$ cat src/rtl/reg_write_trace_buffer.sv
// Trace buffer beside the register-file write port: records {ts, pc, reg, data} circularly,
// halts on a PC trigger (plus post-trigger writes) or a cycle timeout, then reads out oldest-first.
module reg_write_trace_buffer #(
    parameter int unsigned DATA_WIDTH     = 32,
    parameter int unsigned REG_ADDR_WIDTH = 5,
    parameter int unsigned PC_WIDTH       = 12,
    parameter int unsigned DEPTH          = 16,
    parameter int unsigned TS_WIDTH       = 16,
    parameter int unsigned POST_TRIG      = 4,
    parameter int unsigned MAX_CYCLES     = 100,
    parameter bit          WRAP           = 1'b1
) (
    input  logic                                                   clock,
    input  logic                                                   reset,
    input  logic                                                   capture_en,
    input  logic                                                   ctrl_writeEnable,
    input  logic [REG_ADDR_WIDTH-1:0]                              ctrl_writeReg,
    input  logic [DATA_WIDTH-1:0]                                  data_writeReg,
    input  logic [PC_WIDTH-1:0]                                    pc,
    input  logic                                                   trigger_arm,
    input  logic [PC_WIDTH-1:0]                                    trigger_pc,
    input  logic                                                   rd_en,
    output logic [TS_WIDTH+PC_WIDTH+REG_ADDR_WIDTH+DATA_WIDTH-1:0] rd_data,
    output logic                                                   rd_valid,
    output logic [$clog2(DEPTH):0]                                 count,
    output logic                                                   overflow,
    output logic                                                   triggered,
    output logic                                                   halt
);

    localparam int unsigned EW = TS_WIDTH + PC_WIDTH + REG_ADDR_WIDTH + DATA_WIDTH;
    localparam int unsigned AW = $clog2(DEPTH);
    localparam int unsigned CW = AW + 1;
    localparam int unsigned PW = $clog2(POST_TRIG + 1) + 1;

    typedef enum logic [1:0] {StRun, StPost, StHalted} state_e;

    state_e              state_q, state_d;
    logic [TS_WIDTH-1:0] cyc_q;
    logic [AW-1:0]       wr_ptr_q, rd_ptr_q;
    logic [CW-1:0]       count_q;
    logic [PW-1:0]       post_q, post_d;
    logic [EW-1:0]       rd_data_q;
    logic                rd_valid_q, overflow_q, triggered_q;
    logic [EW-1:0]       mem [DEPTH];

    logic capture, full, trig_hit, timeout, pop, write_mem;

    always_comb begin
        capture   = capture_en & ctrl_writeEnable & (ctrl_writeReg != '0) & (state_q != StHalted);
        full      = (count_q == CW'(DEPTH));
        trig_hit  = (state_q == StRun) & trigger_arm & (pc == trigger_pc);
        timeout   = (MAX_CYCLES != 0) && (state_q != StHalted) &&
                    (cyc_q == TS_WIDTH'(MAX_CYCLES - 1));
        pop       = (state_q == StHalted) & rd_en & (count_q != '0);
        write_mem = capture & (~full | WRAP);
    end

    // Timeout takes priority over a same-cycle trigger; dropped writes still count down in POST.
    always_comb begin
        state_d = state_q;
        post_d  = post_q;
        unique case (state_q)
            StRun: begin
                if (timeout) begin
                    state_d = StHalted;
                end else if (trig_hit) begin
                    if (POST_TRIG == 0) begin
                        state_d = StHalted;
                    end else begin
                        state_d = StPost;
                        post_d  = PW'(POST_TRIG);
                    end
                end
            end
            StPost: begin
                if (timeout) begin
                    state_d = StHalted;
                end else if (capture) begin
                    post_d = post_q - PW'(1);
                    if (post_q == PW'(1)) state_d = StHalted;
                end
            end
            StHalted: ;
            default: state_d = StRun;
        endcase
    end

    always_ff @(posedge clock) begin
        if (write_mem) mem[wr_ptr_q] <= {cyc_q, pc, ctrl_writeReg, data_writeReg};
    end

    always_ff @(posedge clock or posedge reset) begin
        if (reset) begin
            state_q     <= StRun;
            cyc_q       <= '0;
            wr_ptr_q    <= '0;
            rd_ptr_q    <= '0;
            count_q     <= '0;
            post_q      <= '0;
            rd_data_q   <= '0;
            rd_valid_q  <= 1'b0;
            overflow_q  <= 1'b0;
            triggered_q <= 1'b0;
        end else begin
            state_q     <= state_d;
            post_q      <= post_d;
            rd_valid_q  <= pop;
            triggered_q <= triggered_q | trig_hit;
            if (state_q != StHalted && cyc_q != '1) cyc_q <= cyc_q + TS_WIDTH'(1);
            if (capture) begin
                if (!full) begin
                    wr_ptr_q <= wr_ptr_q + AW'(1);
                    count_q  <= count_q + CW'(1);
                end else begin
                    overflow_q <= 1'b1;
                    if (WRAP) begin
                        wr_ptr_q <= wr_ptr_q + AW'(1);
                        rd_ptr_q <= rd_ptr_q + AW'(1);
                    end
                end
            end
            if (pop) begin
                rd_data_q <= mem[rd_ptr_q];
                rd_ptr_q  <= rd_ptr_q + AW'(1);
                count_q   <= count_q - CW'(1);
            end
        end
    end

    assign rd_data   = rd_data_q;
    assign rd_valid  = rd_valid_q;
    assign count     = count_q;
    assign overflow  = overflow_q;
    assign triggered = triggered_q;
    assign halt      = (state_q == StHalted);

endmodule

$ cat config.mk
export PLATFORM = sky130hd
export DESIGN_NAME = reg_write_trace_buffer
export DESIGN_NICKNAME = d
export VERILOG_FILES = /design/src/rtl/reg_write_trace_buffer.sv
export SDC_FILE = /design/constraint.sdc
export NUM_CORES = 1
export LEC_CHECK = 0
export CORE_ASPECT_RATIO = 1.25
export CORE_MARGIN = 1.5
export CORE_UTILIZATION = 25
export DETAILED_ROUTE_END_ITERATION = 10
export SYNTH_ARGS = -nofsm -noshare
export SYNTH_HDL_FRONTEND = slang
export SYNTH_SLANG_ARGS = --single-unit
$ cat constraint.sdc
create_clock -name clock -period 8.2 [get_ports clock]
set_input_delay 1.23 -clock clock [delete_from_list [all_inputs] [get_ports clock]]
set_output_delay 1.23 -clock clock [all_outputs]
set_load 0.01 [all_outputs]
==> impl_metrics.tcl <==
set metrics [dict create \
    cpLargestDelayFamily "simple AND/OR/NAND/NOR gates" \
    synth_compound_area_share_pct 3.31 \
    synthTopCellsByArea "edfxtp_1, mux4_2, dfrtp_1, mux2i_1, o22ai_1" \
    core.rowCount 171 \
    yosysTopAreaCell "edfxtp_1" \
    critPathCaptureType "flop" \
    ant_nets 0 \
    start_util_pct 25.2 \
    drt_wl_total_um 103000 \
    numCtsBuffers 112 \
    rsz0062_at_grt "no" \
    ys_top_cells_by_count "edfxtp_1, mux4_2, mux2i_1, dfrtp_1, o22ai_1" \
    ys_warn_count 0 \
    gp_congestion 0.738 \
    placed_cell_area_um2 48100 \
    post-dp-hpwl_um 58400 \
    clk_pin_slew_worst_paths_ns 0.06 \
    worst_ir_drop_vdd_mv 0.279 \
    portBuffers 140 \
    nNetsFinal 2296 \
    worstSetupPathType "in -> reg" \
    critPathMaxFanout 40 \
    cts_hold_buf 0 \
    clock_path_buffers 3 \
    period_share_pct 59.5 \
    fmax_mhz 205 \
    cp-start-kind "primary input" \
    track_usage_pct 11.5 \
    hold_viol 0 \
    worstMarginPinSlew_ns 1.22 \
    synth_seq_cells 1143 \
    powerDensity_nw_per_um2 302 \
    yosysUniqueCellTypes 58 \
    synth-simple-area-share_pct 1.54 \
    clock-sinks 1143 \
    dp_slack_ns 2.46 \
    remaining_drc_errors 0 \
    antenna_found_initial 12 \
    clkLatencyLatePin_ns 0.69 \
    slowest_delay_ns 0.90 \
    grt_pass1_vias 21800 \
    critPathSlowestCell "clkdlybuf4s50_1" \
    slew_headroom_pct 18.7 \
    synthFlopType "edfxtp_1" \
    maxCapViolCount 0 \
    grt_max_degree 139 \
    reg2reg_from "state_q[0]" \
    cts_max_level 3 \
    drive_gt1_share_pct 21.8 \
    worstPathRequired_ns 8.50 \
    viasPerCell 4.46 \
    crit_path_start "ctrl_writeReg[3]" \
    area_growth_pct 18.6 \
    syn_inst 2030 \
    setup_viol 0 \
    overflow 0 \
    ys_seq_area_share_pct 77.2 \
    hp-start "triggered" \
    yosysMostFrequentCell "edfxtp_1" \
    fillers 17000 \
    synthAdderAreaFrac_pct 0.286 \
    syn_nets 2107 \
    grt_pass1_wl_um 152000 \
    final_area_um2 51900 \
    core_um2 174000 \
    synth-edff-count 1040 \
    via_count 20800 \
    p_leak_nw 17.4 \
    cts-root-buf "clkbuf_16" \
    fp.dieH_um 471 \
    layout_setup_ws_ns 3.32 \
    syn_avg_cell_area_um2 21.6 \
    period_minus_slack_ns 4.88 \
    fin_setup_tns_ns 0 \
    cts_resized 0 \
    detail_route.wl_per_cell_um 22.1 \
    fp.dieArea_um2 178000 \
    cts_setup_buffers 0 \
    status "completed" \
    slew_viol_final 0 \
    drtIter0Drc 1761 \
    synth_top_area_share_pct 71.3 \
    p_total_mw 15.7 \
    synth_top_family_by_area "multiplexers" \
    syn_area_um2 43800 \
    first_pass_iters 7 \
    synth-async-reset-ratio_pct 9.01 \
    fin_skew_ns 0.0242 \
    synth-xor-area-share_pct 0.740 \
    muxShareOfSynthArea_pct 15.6 \
    crit_buf_inv 2 \
    cts_tree "done" \
    crit_path_cell_trace "clkdlybuf4s50_1, or4_1, o2111a_1, nand2_1, nor2_4, buf_4" \
    worstPathArrival_ns 5.18 \
    die_w_um 377 \
    ios 141 \
    min_path_type "reg -> reg" \
]
-- kinds of logic after synthesis --
logic type / Yosys count
and+or+nand+nor: 130
muxes: 378
AOI/OAI and AO/OA: 213
xor gates and xnor gates: 37
DFF: 1143
buffers and inverters: 119
adders and majority gates: 10
-- cell type report --
type / count / area, um^2 / area share (%)
flip-flops and latches: 1143 / 33800 / 65.1
multi-input cells: 768 / 9540 / 18.4
inverters: 12 / 50.0 / 0.0964
clock buffers: 151 / 3110 / 5.99
repair buffers: 182 / 1750 / 3.38
well taps: 2335 / 2920 / 5.63
clock inverters: 63 / 713 / 1.37
diodes: 3 / 7.51 / 0.0145
-- power by group --
group | switching, mW | internal [mW]
sequential | 0.280 | 6.50
combinational | 1.85 | 1.75
clock | 2.18 | 3.11
total | 4.30 | 11.4
-- layout by cell type, fill, tap and decap left out, types with 5 or more instances in the layout --
master,Yosys,layout
edfxtp_1,1040,1040
mux4_2,243,243
clkdlybuf4s50_1,0,140
mux2i_1,114,114
clkbuf_16,0,113
dfrtp_1,103,100
o22ai_1,65,65
a21o_1,49,49
buf_4,7,39
nand2_1,35,35
xnor2_1,27,27
o21ai_0,24,24
clkbuf_1,40,24
nand2b_1,22,22
mux2_2,20,20
a21boi_0,19,19
o31ai_1,19,19
a31oi_1,19,19
clkinv_2,0,18
clkinv_1,0,17
bufinv_16,0,14
clkbuf_8,0,14
nand3_1,13,13
nor2_4,0,12
inv_1,11,10
xor2_1,10,10
ha_1,10,10
nor2_1,21,9
nor4_1,9,9
nand4_1,8,8
inv_6,0,7
clkinvlp_4,0,5
-- layer usage --
metal  up-vias  share of wire [%]  wire [um]  GRT usage [%]
met4         8                1.7       1760           2.88
met3       115                4.9       5060           1.69
li1       8865                  -          -              -
met5         -              0.059         61              0
met2       552                 50      51200           19.4
met1     11200                 44      44800           15.5
-- flip-flops by register name, indices dropped and copies added (netlist names) --
register and count:
state_q 2, post_q 4, rd_data 65, rd_valid 1, mem 1040, wr_ptr_q 4
cyc_q 16, count 5, overflow 1, triggered 1, rd_ptr_q 4
-- stage by stage --
| step | hold WS [ns] | util [%] | cells |
|---|---|---|---|
| 3_3_place_gp | 0.455 | 27.7 | 4440 |
| 4_1_cts | 0.477 | 29.9 | 4654 |
| 2_1_floorplan | 0.506 | - | 2030 |
| 3_5_place_dp | 0.461 | 27.7 | 4440 |
| 5_1_grt | 0.489 | 29.9 | 4654 |
| 6_report | 0.469 | 29.9 | 4657 |
-- final timing paths --
path / slack, ns / depth (start not counted) / to
worst max-delay path: 3.32 / 6 / mem[12][6]
worst max register to register: 4.43 / 5 / mem[12][6]
max in group asynchronous: 5.64 / 3 / rd_ptr_q[1]
worst min-delay path: 0.47 / 1 / triggered
worst min register to register: 0.47 / 1 / triggered
min in group asynchronous: 1.05 / 2 / rd_data[19]
-- worst reg2reg max path, stage by stage (launching register included) --
cell and delay, ns:
dfrtp_1 0.52, nand2b_1 0.26, o2111a_1 0.64, nand2_1 0.40, nor2_4 0.82, buf_4 0.71
Power figures use the tool's default switching activity.
